[config.mk]
export PLATFORM = sky130hd
export DESIGN_NAME = axis_tlast_gen_flat
export DESIGN_NICKNAME = d
export VERILOG_FILES = /design/src/rtl/axis_tlast_gen_if.sv /design/src/rtl/axis_tlast_gen.sv /design/src/flat_wrapper.sv
export SDC_FILE = /design/constraint.sdc
export NUM_CORES = 1
export LEC_CHECK = 0
export ABC_AREA = 1
export CORE_UTILIZATION = 45
export CTS_CLUSTER_SIZE = 25
export DETAILED_ROUTE_END_ITERATION = 8
export DONT_BUFFER_PORTS = 1
export PLACE_DENSITY = 0.64
export SYNTH_ARGS = -nofsm -noshare
export SYNTH_HDL_FRONTEND = slang
export SYNTH_SLANG_ARGS = --single-unit
[constraint.sdc]
create_clock -name aclk -period 2.14 [get_ports aclk]
set_clock_uncertainty 0.1 [all_clocks]
set_input_delay 0.214 -clock aclk [delete_from_list [all_inputs] [get_ports aclk]]
set_output_delay 0.214 -clock aclk [all_outputs]
set_load 0.1 [all_outputs]
[src/rtl/axis_tlast_gen_if.sv]
// AXI4-Stream beat bundle used on both sides of axis_tlast_gen.
// master drives the beat fields, slave drives tready.
interface axis_tlast_gen_if #(
    parameter int BUS_WIDTH  = 1,
    parameter int USER_WIDTH = 1,
    parameter int DEST_WIDTH = 1
) ();
    logic                    tvalid;
    logic                    tready;
    logic [BUS_WIDTH*8-1:0]  tdata;
    logic [BUS_WIDTH-1:0]    tkeep;
    logic                    tlast;
    logic [USER_WIDTH-1:0]   tuser;
    logic [DEST_WIDTH-1:0]   tdest;

    modport master (
        output tvalid, tdata, tkeep, tlast, tuser, tdest,
        input  tready
    );

    modport slave (
        input  tvalid, tdata, tkeep, tlast, tuser, tdest,
        output tready
    );
endinterface

[src/rtl/axis_tlast_gen.sv]
// One-beat holding stage that frames an AXI4-Stream by beat count or idle timeout.
// Define AXIS_TLAST_GEN_TIMEOUT_EN to build the idle timer; otherwise timeout_cycles is ignored.
module axis_tlast_gen #(
    parameter int BUS_WIDTH  = 1,
    parameter int USER_WIDTH = 1,
    parameter int DEST_WIDTH = 1,
    parameter int CNT_WIDTH  = 16
) (
    input  logic                  aclk,
    input  logic                  arst,
    axis_tlast_gen_if.slave       s_axis,
    axis_tlast_gen_if.master      m_axis,
    input  logic [CNT_WIDTH-1:0]  pkt_beats,
    input  logic [CNT_WIDTH-1:0]  timeout_cycles
);

    typedef enum logic [1:0] {
        EMPTY = 2'd0,
        HOLD  = 2'd1,
        SEND  = 2'd2
    } state_e;

    state_e                  state_q, state_d;
    logic [BUS_WIDTH*8-1:0]  data_q, data_d;
    logic [BUS_WIDTH-1:0]    keep_q, keep_d;
    logic [USER_WIDTH-1:0]   user_q, user_d;
    logic [DEST_WIDTH-1:0]   dest_q, dest_d;
    logic                    last_q, last_d;
    logic [CNT_WIDTH-1:0]    cnt_q, cnt_d;
    logic [CNT_WIDTH-1:0]    limit_q, limit_d;

    logic                    s_rdy;
    logic                    accept;
    logic                    close;
    logic [CNT_WIDTH-1:0]    lim;
    logic                    expire;

`ifdef AXIS_TLAST_GEN_TIMEOUT_EN
    logic [CNT_WIDTH-1:0]    timer_q, timer_d;

    always_comb begin
        expire = (timeout_cycles != '0) &&
                 (timer_q == CNT_WIDTH'(timeout_cycles - 1'b1));
    end
`else
    logic                    unused_timeout;

    assign expire         = 1'b0;
    assign unused_timeout = ^timeout_cycles;
`endif

    // Ready only while empty or while the held beat drains this cycle.
    always_comb begin
        s_rdy  = !arst &&
                 ((state_q == EMPTY) ||
                  ((state_q == SEND) && m_axis.tready));
        accept = s_axis.tvalid && s_rdy;
        // The first beat of a packet uses the live limit; later beats the latched one.
        lim    = (cnt_q == '0) ? pkt_beats : limit_q;
        close  = s_axis.tlast ||
                 ((lim != '0) && (CNT_WIDTH'(cnt_q + 1'b1) == lim));
    end

    always_comb begin
        state_d = state_q;
        data_d  = data_q;
        keep_d  = keep_q;
        user_d  = user_q;
        dest_d  = dest_q;
        last_d  = last_q;
        cnt_d   = cnt_q;
        limit_d = limit_q;
`ifdef AXIS_TLAST_GEN_TIMEOUT_EN
        timer_d = timer_q;
        if ((state_q == HOLD) && (timer_q != '1)) begin
            timer_d = timer_q + 1'b1;
        end
`endif

        unique case (state_q)
            EMPTY: begin
                state_d = EMPTY;
            end
            HOLD: begin
                // A waiting successor beats a coincident timeout.
                if (s_axis.tvalid) begin
                    state_d = SEND;
                    last_d  = 1'b0;
                end else if (expire) begin
                    state_d = SEND;
                    last_d  = 1'b1;
                    cnt_d   = '0;
                end
            end
            SEND: begin
                if (m_axis.tready) begin
                    state_d = EMPTY;
                end
            end
            default: begin
                state_d = EMPTY;
            end
        endcase

        if (accept) begin
            data_d = s_axis.tdata;
            keep_d = s_axis.tkeep;
            user_d = s_axis.tuser;
            dest_d = s_axis.tdest;
            if (cnt_q == '0) begin
                limit_d = pkt_beats;
            end
            if (close) begin
                state_d = SEND;
                last_d  = 1'b1;
                cnt_d   = '0;
            end else begin
                state_d = HOLD;
                last_d  = 1'b0;
                cnt_d   = cnt_q + 1'b1;
`ifdef AXIS_TLAST_GEN_TIMEOUT_EN
                timer_d = '0;
`endif
            end
        end
    end

    always_ff @(posedge aclk) begin
        if (arst) begin
            state_q <= EMPTY;
            data_q  <= '0;
            keep_q  <= '0;
            user_q  <= '0;
            dest_q  <= '0;
            last_q  <= 1'b0;
            cnt_q   <= '0;
            limit_q <= '0;
`ifdef AXIS_TLAST_GEN_TIMEOUT_EN
            timer_q <= '0;
`endif
        end else begin
            state_q <= state_d;
            data_q  <= data_d;
            keep_q  <= keep_d;
            user_q  <= user_d;
            dest_q  <= dest_d;
            last_q  <= last_d;
            cnt_q   <= cnt_d;
            limit_q <= limit_d;
`ifdef AXIS_TLAST_GEN_TIMEOUT_EN
            timer_q <= timer_d;
`endif
        end
    end

    assign s_axis.tready = s_rdy;
    assign m_axis.tvalid = !arst && (state_q == SEND);
    assign m_axis.tdata  = data_q;
    assign m_axis.tkeep  = keep_q;
    assign m_axis.tuser  = user_q;
    assign m_axis.tdest  = dest_q;
    assign m_axis.tlast  = last_q;

endmodule
[src/flat_wrapper.sv]
// flat-port wrapper written by rule: the top's interface ports become plain ports
module axis_tlast_gen_flat 
#(
    parameter int BUS_WIDTH  = 1,
    parameter int USER_WIDTH = 1,
    parameter int DEST_WIDTH = 1,
    parameter int CNT_WIDTH  = 16
)
  (aclk, arst, pkt_beats, timeout_cycles, s_axis_tvalid, s_axis_tdata, s_axis_tkeep, s_axis_tlast, s_axis_tuser, s_axis_tdest, s_axis_tready, m_axis_tvalid, m_axis_tdata, m_axis_tkeep, m_axis_tlast, m_axis_tuser, m_axis_tdest, m_axis_tready);
  axis_tlast_gen_if #(.BUS_WIDTH(BUS_WIDTH), .USER_WIDTH(USER_WIDTH), .DEST_WIDTH(DEST_WIDTH)) s_axis_i ();
  axis_tlast_gen_if #(.BUS_WIDTH(BUS_WIDTH), .USER_WIDTH(USER_WIDTH), .DEST_WIDTH(DEST_WIDTH)) m_axis_i ();
  input  logic aclk;
  input  logic arst;
  input  logic [CNT_WIDTH-1:0] pkt_beats;
  input  logic [CNT_WIDTH-1:0] timeout_cycles;
  input wire logic [$bits(s_axis_i.tvalid)-1:0] s_axis_tvalid;
  input wire logic [$bits(s_axis_i.tdata)-1:0] s_axis_tdata;
  input wire logic [$bits(s_axis_i.tkeep)-1:0] s_axis_tkeep;
  input wire logic [$bits(s_axis_i.tlast)-1:0] s_axis_tlast;
  input wire logic [$bits(s_axis_i.tuser)-1:0] s_axis_tuser;
  input wire logic [$bits(s_axis_i.tdest)-1:0] s_axis_tdest;
  output wire logic [$bits(s_axis_i.tready)-1:0] s_axis_tready;
  output wire logic [$bits(m_axis_i.tvalid)-1:0] m_axis_tvalid;
  output wire logic [$bits(m_axis_i.tdata)-1:0] m_axis_tdata;
  output wire logic [$bits(m_axis_i.tkeep)-1:0] m_axis_tkeep;
  output wire logic [$bits(m_axis_i.tlast)-1:0] m_axis_tlast;
  output wire logic [$bits(m_axis_i.tuser)-1:0] m_axis_tuser;
  output wire logic [$bits(m_axis_i.tdest)-1:0] m_axis_tdest;
  input wire logic [$bits(m_axis_i.tready)-1:0] m_axis_tready;
  assign s_axis_i.tvalid = s_axis_tvalid;
  assign s_axis_i.tdata = s_axis_tdata;
  assign s_axis_i.tkeep = s_axis_tkeep;
  assign s_axis_i.tlast = s_axis_tlast;
  assign s_axis_i.tuser = s_axis_tuser;
  assign s_axis_i.tdest = s_axis_tdest;
  assign s_axis_tready = s_axis_i.tready;
  assign m_axis_tvalid = m_axis_i.tvalid;
  assign m_axis_tdata = m_axis_i.tdata;
  assign m_axis_tkeep = m_axis_i.tkeep;
  assign m_axis_tlast = m_axis_i.tlast;
  assign m_axis_tuser = m_axis_i.tuser;
  assign m_axis_tdest = m_axis_i.tdest;
  assign m_axis_i.tready = m_axis_tready;
  axis_tlast_gen #(.BUS_WIDTH(BUS_WIDTH), .USER_WIDTH(USER_WIDTH), .DEST_WIDTH(DEST_WIDTH), .CNT_WIDTH(CNT_WIDTH)) u_core (.aclk(aclk), .arst(arst), .s_axis(s_axis_i), .m_axis(m_axis_i), .pkt_beats(pkt_beats), .timeout_cycles(timeout_cycles));
endmodule
==> impl_metrics.yaml, run 1 <==
detailed_routing:
  wl_um: 9240
  ant_nets: 0
  drt_first_iter_violations: 165
  post_drt_wl_per_cell_um: 14.1
  firstDrtPassIters: 7
  vias: 3434
  drc: 0
  vias_per_cell: 5.25
critical_path:
  cp.required_ns: 2.25
  reg2reg_to: "u_core.cnt_q[8]"
  crit_fanout: 8
  path_cells: "inv_4, buf_4, nor2_2, nand2_2, o21ai_0, nand2_1, nand2_2, nand2_2, nor2_4, nand2_2, nor2_4, buf_12, nand3_4, nand4_1, a21oi_1"
  reg2reg_from: "u_core.cnt_q[0]"
  startpoint: "u_core.cnt_q[0]"
  rr_worst_depth: 15
  start_kind: "register"
  r2r_setup_slack_ns: -0.29
  endpoint: "u_core.cnt_q[8]"
  cp_slowest_cell: "dfxtp_4"
  slowest_delay_ns: 0.39
  critical_path.most_common_cell: "nand2_2"
  crit_arrival_ns: 2.54
  path_class: "reg2reg"
  cp-end-kind: "register"
logic_synthesis:
  synth-main-ff-cell: "dfxtp_1"
  ys_seq_area_share_pct: 30.0
  async_flop_share_pct: 0
  synth_top_area_share_pct: 30.0
  yosys-top-cells-count: "nand2_1, nand3_1, dfxtp_1, inv_1, nor2_1"
  synth_area_um2: 3070
  syn_nets: 532
  ys_ff_latch: 46
  synth.most_common_cell: "nand2_1"
  synth_cells: 482
  yosysTopAreaCell: "dfxtp_1"
  ys.warnings.count: 0
  synth_edf_count: 0
  ys_types: 32
  yosys-top-cells-area: "dfxtp_1, nand2_1, nand3_1"
  syn-mean-instance-area_um2: 6.37
min_path:
  min_path_type: "in2reg"
sta:
  tns_ns: -4.55
  layout_min_cycle_time_ns: 2.43
  fin_crit_sh_pct: 114
  worst_pin_slew_ns: 0.603
  finalHoldViolCount: 20
  fin_ws_ns: -0.289
  fmax_mhz: 412
  rsz0062_at_grt: "true"
  maxSlewViolCount: 0
  hold_ws_ns: -0.135
  final-setup-viol-count: 19
  relSlewSlack_pct: 59.6
cells_and_area:
  fillers: 572
  ff_latch_area_um2: 933
  multi_input_comb_area_um2: 2040
  area_growth_pct: 38.0
  finish.net_count: 626
  final_util_pct: 65.6
  antenna_cells: 0
  drive_gt1_share_pct: 30.5
clock_network:
  cts_hold_buf: 12
  cts_made_buffers: 5
  clock_latency_ns: 0.31
  cts.path.max_buffers: 2
  cts.sinks: 46
  cts-root-buf: "clkbuf_8"
  cts_tree: "yes"
  clk_pin_slew_worst_paths_ns: 0.09
  htree_levels: 2
run:
  maxCapViolCount: 0
run_status:
  status: "finished with violations"
  violations: "negative hold slack, negative setup slack"
global_routing:
  grt_usage_pct: 27.0
  grt_pass1_wl_um: 15100
  grt_max_degree: 41
  grt_pass1_vias: 3196
  grt_antenna_before_repair: 0
  grt_overflow: 0
floorplanning:
  initial_core_util_pct: 47.5
  chipWidth_um: 84.6
  fp-row-count: 29
  ioPinCount: 62
  core_um2: 6460
  dieArea_um2: 7160
  die_h_um: 84.6
pwr:
  leakagePower_uw: 0.00199
  peakVddDrop_v: 0.000323
  powerDensity_nw_per_um2: 500
  power.total_uw: 2120
placed_design:
  gp_congestion: 0.914
  dp_hpwl_um: 6190
  io_buffers: 0
-- state kept, by name (all words and copies together) (netlist names) --
name	flops
u_core.m_axis.tdest	1
u_core.m_axis.tuser	1
u_core.state_q	2
u_core.limit_q	16
u_core.cnt_q	16
u_core.m_axis.tdata	8
u_core.m_axis.tlast	1
u_core.m_axis.tkeep	1
-- routing by layer --
| layer | up-vias | global-route usage (%) | share of wire [%] |
|---|---|---|---|
| li1 | 1775 | - | - |
| met1 | 1527 | 34.5 | 43 |
| met2 | 115 | 45.9 | 48 |
| met3 | 17 | 5.70 | 7.0 |
| met4 | 0 | 7.86 | 2.0 |
| met5 | - | 0 | 0 |
-- cell type report --
cell class,instances,area share (%)
timing repair buffer,103,20.6
clock inverter,3,1.03
tap,77,2.27
inverter,48,4.37
clock buffer,5,1.62
sequential,46,22.0
multi-input combinational,372,48.1
-- kinds of logic (layout without fill, tap and decap cells) --
kind of cell / count (synthesis) / count (layout) / synth area share (%)
and+or+nand+nor: 316 / 319 / 49.1
adders and majority gates: 2 / 2 / 0.815
AOI/OAI and AO/OA: 48 / 48 / 8.48
DFF: 46 / 46 / 30.0
xor gates and xnor gates: 3 / 3 / 0.856
buffers and inverters: 67 / 159 / 10.8
-- report_power, final --
| group | leakage, uW | internal (uW) | switching [uW] |
|---|---|---|---|
| clock network | 0.0000585 | 350 | 324 |
| registers | 0.000380 | 899 | 29.7 |
| logic | 0.00156 | 169 | 346 |
-- worst max-delay path, delay by kind of cell (launching register included) --
kind | cells | cell delay [ns]
AOI/OAI and AO/OA | 2 | 0.28
buffers and inverters | 3 | 0.31
DFF | 1 | 0.39
and+or+nand+nor | 10 | 1.24
-- worst min-delay path by stage --
| stage | slack (ns) | depth (start not counted) | startpoint | end |
|---|---|---|---|---|
| detailed placement | 0.19 | 1 | arst | u_core.state_q[1] |
| global placement | 0.18 | 1 | arst | u_core.state_q[1] |
| finish | -0.14 | 1 | arst | u_core.cnt_q[3] |
| CTS | -0.15 | 1 | arst | u_core.state_q[1] |
| global route | -0.16 | 1 | arst | u_core.cnt_q[10] |
| floorplan | 0.22 | 1 | arst | u_core.limit_q[0] |
-- metrics by stage --
step	hold slack (ns)	setup WS (ns)	instances	area, um2
6_report	-0.135	-0.289	654	4240
2_1_floorplan	0.217	0.000349	482	3120
4_1_cts	-0.148	-0.211	650	4140
3_5_place_dp	0.185	-0.301	620	3670
5_1_grt	-0.157	-0.422	654	4240
3_3_place_gp	0.184	-0.195	620	3670
-- layout by cell type, fill, tap and decap left out, types with 3 or more instances in the layout --
cell           instances
a21oi_1               18
a31oi_1                9
buf_12                 4
buf_4                 83
buf_6                  3
clkbuf_8               5
dfxtp_1               40
dfxtp_2                4
dlygate4sd3_1         12
inv_1                 41
inv_2                  3
nand2_1              142
nand2_2               23
nand2_4               10
nand3_1               58
nand3_2                4
nand3_4                3
nand3b_1               5
nand4_1               23
nor2_1                29
nor2_2                10
nor2_4                 7
o21ai_0               17
-- timing repair --
item                                    in CTS  in global routing
pin swaps                                   17                 19
gates cloned                                 3                  0
endpoints found under the setup margin      19                 19
gates resized for setup                     34                 20
endpoints found under the hold margin       32                 20
buffers inserted                             7                  4
No activity file was read; power rests on OpenSTA's default activity.
==> inputs of run 2 (changes only) <==
--- a/config.mk
+++ b/config.mk
@@ -10,6 +10,7 @@
 export CTS_CLUSTER_SIZE = 25
 export DETAILED_ROUTE_END_ITERATION = 8
 export DONT_BUFFER_PORTS = 1
+export GPL_TIMING_DRIVEN = 0
 export PLACE_DENSITY = 0.64
 export SYNTH_ARGS = -nofsm -noshare
 export SYNTH_HDL_FRONTEND = slang
==> constraint.sdc (replaced) <==
create_clock -name aclk -period 2.14 [get_ports aclk]
set_clock_uncertainty 0.1 [all_clocks]
set_input_delay 0.214 -clock aclk [delete_from_list [all_inputs] [get_ports aclk]]
set_output_delay 0.214 -clock aclk [all_outputs]
set_load 0.02 [all_outputs]
==> impl_metrics.yaml, run 2 (synthesized netlist as in run 1, its figures left out) <==
global_routing:
  grt_usage_pct: 24.8
  grt_overflow: 0
  grt_antenna_before_repair: 0
  grt_pass1_wl_um: 14000
  grt_pass1_vias: 2921
  grt_max_degree: 16
pwr:
  powerDensity_nw_per_um2: 530
  power.total_uw: 1980
  leakagePower_uw: 0.00164
  peakVddDrop_v: 0.000474
run:
  maxCapViolCount: 0
floorplanning:
  die_h_um: 84.6
  initial_core_util_pct: 47.5
  dieArea_um2: 7160
  chipWidth_um: 84.6
  fp-row-count: 29
  core_um2: 6460
  ioPinCount: 62
clock_network:
  cts-root-buf: "clkbuf_8"
  cts_tree: "yes"
  cts.sinks: 46
  clock_latency_ns: 0.31
  clk_pin_slew_worst_paths_ns: 0.10
  cts_made_buffers: 5
  htree_levels: 2
  cts.path.max_buffers: 2
detailed_routing:
  vias: 3209
  post_drt_wl_per_cell_um: 14.5
  drc: 0
  wl_um: 8600
  firstDrtPassIters: 4
  drt_first_iter_violations: 160
  ant_nets: 0
  vias_per_cell: 5.41
critical_path:
  start_kind: "register"
  reg2reg_to: "u_core.cnt_q[5]"
  critical_path.most_common_cell: "nor2_4"
  crit_arrival_ns: 2.46
  rr_worst_depth: 16
  crit_fanout: 10
  path_class: "reg2reg"
  path_buf_inv: 4
  reg2reg_from: "u_core.cnt_q[11]"
  crit_cells: 16
  startpoint: "u_core.cnt_q[11]"
  crit_family: "simple AND/OR/NAND/NOR gates"
  cp-end-kind: "register"
  slowest_delay_ns: 0.32
  cp.required_ns: 2.24
  r2r_setup_slack_ns: -0.22
  path_cells: "buf_6, nor2_4, nand2_2, nor2_4, buf_6, clkbuf_8, nand3_1, nand3_1, nand2_1, nor2_1, nand2_1, nor2_4, nand3_4, buf_8, nand4_1, a21oi_1"
  cp_slowest_cell: "dfxtp_1"
placed_design:
  dp_hpwl_um: 6040
  dp_slack_ns: -0.411
  gp_congestion: 0.834
  io_buffers: 0
cells_and_area:
  area_growth_pct: 21.8
  drive_gt1_share_pct: 22.3
  layout_common_cells: "nand2_1, nand3_1, inv_1"
  antenna_cells: 0
  finish.net_count: 565
  final_common_cell: "nand2_1"
  final_util_pct: 57.9
run_status:
  violations: "negative setup slack"
  status: "finished with violations"
sta:
  maxSlewViolCount: 0
  finalHoldViolCount: 0
  rsz0062_at_grt: "true"
  fmax_mhz: 424
  layout_min_cycle_time_ns: 2.36
  final-setup-viol-count: 19
  fin_crit_sh_pct: 110
  relSlewSlack_pct: 57.1
  fin_ws_ns: -0.221
  worst_pin_slew_ns: 0.643
min_path:
  min_delay_path_depth: 2
  min_path_type: "in2reg"
  hold_end: "u_core.cnt_q[2]"
  hp-start: "arst"
==> run 2: changes by cell type in the layout (fill, tap and decap cells not counted), moves of 4 or more <==
cell and change:
dfxtp_1 -6, nor2_1 -4, a21oi_1 -4, buf_4 -77, clkbuf_1 +5, nand2_1 +4
a21oi_2 +4, dfxtp_2 +6
==> run 2: repair_timing <==
item                                    4_1_cts  5_1_grt
setup buffers                                 8        2
hold buffers                                 14        0
gates resized for setup                      23       44
pin swaps                                     5       14
gates cloned                                  2        0
endpoints found under the hold margin        14        0
endpoints found under the setup margin       39       36
==> run 2: worst max-delay path by stage <==
stage | end | slack [ns]
after global routing | u_core.cnt_q[12] | -0.38
after global placement | u_core.cnt_q[11] | -0.38
after floorplan | u_core.cnt_q[10] | 0.0003
after CTS | u_core.cnt_q[6] | -0.19
after detailed placement | u_core.cnt_q[6] | -0.41
final | u_core.cnt_q[5] | -0.22
==> run 2: per-layer routing <==
metal | up-vias | share of wire [%] | global-route usage (%)
met4 | 0 | 2.7 | 9.40
met5 | - | 0 | 0
met1 | 1469 | 44 | 32.3
li1 | 1630 | - | -
met2 | 97 | 46 | 40.7
met3 | 13 | 6.5 | 5.01
==> run 2: cell type report <==
class	count	area, um2
multi-input combinational	369	1980
inverter	48	183
fill	610	2720
clock inverter	3	43.8
timing repair buffer	26	277
tap	77	96.3
clock buffer	5	68.8
sequential	46	941
buffer	19	154
==> run 2: where the power goes <==
part	switching [uW]	internal, uW
registers	53.6	899
logic	203	142
clock network	334	351
==> run 2: stage by stage <==
stage | instances | hold WS, ns | cell area, um2 | TNS, ns
2_1_floorplan | 482 | 0.217 | 3080 | 0
3_3_place_gp | 559 | 0.221 | 3180 | -9.18
3_5_place_dp | 559 | 0.227 | 3180 | -10.04
4_1_cts | 591 | 0.0107 | 3610 | -2.94
5_1_grt | 593 | 0.00596 | 3740 | -6.12
6_report | 593 | 0.00419 | 3740 | -3.27
==> inputs of run 3 (changes only) <==
--- a/config.mk
+++ b/config.mk
@@ -6,12 +6,14 @@
 export NUM_CORES = 1
 export LEC_CHECK = 0
 export ABC_AREA = 1
-export CORE_UTILIZATION = 45
+export BUFFER_PORTS_ARGS = -buffer_cell sky130_fd_sc_hd__buf_2
+export CELL_PAD_IN_SITES_DETAIL_PLACEMENT = 0
+export CELL_PAD_IN_SITES_GLOBAL_PLACEMENT = 1
+export CORE_UTILIZATION = 35
 export CTS_CLUSTER_SIZE = 25
 export DETAILED_ROUTE_END_ITERATION = 8
-export DONT_BUFFER_PORTS = 1
 export GPL_TIMING_DRIVEN = 0
-export PLACE_DENSITY = 0.64
+export PLACE_DENSITY = 0.79
 export SYNTH_ARGS = -nofsm -noshare
 export SYNTH_HDL_FRONTEND = slang
 export SYNTH_SLANG_ARGS = --single-unit
==> impl_metrics.yaml, run 3 (synthesized netlist as in run 1, its figures left out) <==
global_routing:
  grt_overflow: 0
  grt_usage_pct: 21.6
  grt_pass1_wl_um: 15200
  grt_pass1_vias: 3082
  grt_antenna_before_repair: 0
  grt_max_degree: 15
pwr:
  leakagePower_uw: 0.00188
  peakVddDrop_v: 0.000278
  p_sw_uw: 620
  powerDensity_nw_per_um2: 504
  intPower_uw: 1430
  pwr-share-clk_pct: 33.5
  switching_share_pct: 30.2
  power.share.combinational_pct: 21.2
  power.share.sequential_pct: 45.3
floorplanning:
  ioPinCount: 62
  initial_core_util_pct: 36.8
  dieArea_um2: 9150
  chipWidth_um: 95.7
  fp-row-count: 33
  die_h_um: 95.7
  core_um2: 8340
detailed_routing:
  drt_first_iter_violations: 144
  ant_nets: 0
  wl_met1_um: 4530
  post_drt_wl_per_cell_um: 14.3
  wl_met3_um: 457
  top_layer: "met4"
  wl_um: 9570
  wl_met2_um: 4450
  drc: 0
  vias_per_cell: 5.09
  vias: 3417
  firstDrtPassIters: 4
clock_network:
  cts.sinks: 46
  cts.path.max_buffers: 2
  cts_made_buffers: 5
  htree_levels: 2
  cts-root-buf: "clkbuf_8"
  cts_tree: "yes"
  clock_latency_ns: 0.30
  clk_pin_slew_worst_paths_ns: 0.10
cells_and_area:
  area_growth_pct: 32.5
  layout_common_cells: "nand2_1, nand3_1, buf_2"
  final_util_pct: 48.8
  ff_latch_area_um2: 933
  fillers: 862
  final_common_cell: "nand2_1"
  multi_input_comb_area_um2: 1990
  antenna_cells: 0
  finish.net_count: 615
  drive_gt1_share_pct: 27.9
min_path:
  min_path_type: "in2reg"
run_status:
  status: "finished with violations"
  violations: "negative setup slack"
critical_path:
  crit_arrival_ns: 2.60
  reg2reg_to: "u_core.m_axis.tlast"
  cp.required_ns: 2.29
  endpoint: "u_core.m_axis.tlast"
  start_kind: "register"
  rr_worst_depth: 18
  r2r_setup_slack_ns: -0.31
  startpoint: "u_core.cnt_q[0]"
  crit_fanout: 7
  reg2reg_from: "u_core.cnt_q[0]"
  path_class: "reg2reg"
  cp-end-kind: "register"
sta:
  final-setup-viol-count: 19
  maxSlewViolCount: 0
  fmax_mhz: 408
  tns_ns: -5.08
  fin_ws_ns: -0.311
  rsz0062_at_grt: "true"
  layout_min_cycle_time_ns: 2.45
  worst_pin_slew_ns: 0.705
  finalHoldViolCount: 0
  relSlewSlack_pct: 53.0
  fin_crit_sh_pct: 115
placed_design:
  io_buffers: 45
  gp_congestion: 0.813
  dp_hpwl_um: 6640
run:
  maxCapViolCount: 0
run 3: cell types whose count changed in the layout (fill, tap and decap cells not counted), sizes merged:
cell | before | now
clkinvlp | 0 | 1
clkinv | 3 | 2
dlymetal6s4s | 1 | 0
inv | 47 | 46
buf | 18 | 73
dlygate4sd3 | 13 | 10
run 3: area by class of cell:
cell class	count	share of cell area, %
Buffer	19	4.03
Clock buffer	6	1.78
Clock inverter	2	0.923
Inverter	48	4.49
Multi-Input combinational cell	369	49.0
Sequential cell	46	22.9
Tap cell	105	3.23
Timing Repair Buffer	76	13.6
run 3: power groups by stage:
stage / Clock [uW] / Sequential [uW] / Combinational (uW)
after detailed placement: 0 / 949 / 356
after global routing: 734 / 934 / 477
after global placement: 0 / 947 / 352
after floorplan: 0 / 967 / 223
final: 687 / 928 / 436
after CTS: 695 / 928 / 425
run 3: metrics by stage:
step / cell area [um2] / setup WS (ns) / std cells / power (uW) / hold WS [ns]
finish: 4070 / -0.311 / 671 / 2050 / 0.00300
detailed placement: 3440 / -0.531 / 632 / 1300 / 0.316
CTS: 4010 / -0.245 / 670 / 2050 / 0.00181
global route: 4070 / -0.467 / 671 / 2150 / 0.0171
global placement: 3440 / -0.469 / 632 / 1300 / 0.308
floorplan: 3080 / 0.000350 / 482 / 1190 / 0.217
run 3: layer usage:
metal | up-vias | GRT usage [%]
li1 | 1748 | -
met1 | 1563 | 29.1
met2 | 94 | 36.3
met3 | 12 | 3.19
met4 | 0 | 4.85
met5 | - | 0
run 3: repair_timing:
action / 4_1_cts / 5_1_grt
hold buffers: 9 / 1
endpoints found under the setup margin: 19 / 36
gates cloned: 3 / 0
buffers inserted: 18 / 0
endpoints found under the hold margin: 9 / 1
pin swaps: 11 / 17
gates resized for setup: 45 / 19
run 3: worst max-delay path: stages (launching register included):
cell and delay, ns:
dfxtp_4 0.37, inv_4 0.06, ha_4 0.15, inv_2 0.03
nor2_1 0.07, nand2_1 0.09, nor2_4 0.18, buf_6 0.16
nand3b_1 0.11, nand3_1 0.10, nand2_1 0.06, nor2_1 0.10
nand2_1 0.10, nor2_4 0.15, nand3_4 0.14, buf_6 0.17
nand2_2 0.05, nand2_2 0.06, a21oi_2 0.13
run 3: worst min path at each step:
stage | cells past startpoint | start | slack (ns) | endpoint
global placement | 3 | s_axis_tdest | 0.31 | u_core.m_axis.tdest
floorplan | 1 | arst | 0.22 | u_core.limit_q[0]
global route | 3 | s_axis_tuser | 0.02 | u_core.m_axis.tuser
CTS | 3 | s_axis_tdata[3] | 0.002 | u_core.m_axis.tdata[3]
detailed placement | 3 | s_axis_tdata[6] | 0.32 | u_core.m_axis.tdata[6]
finish | 3 | s_axis_tuser | 0.003 | u_core.m_axis.tuser
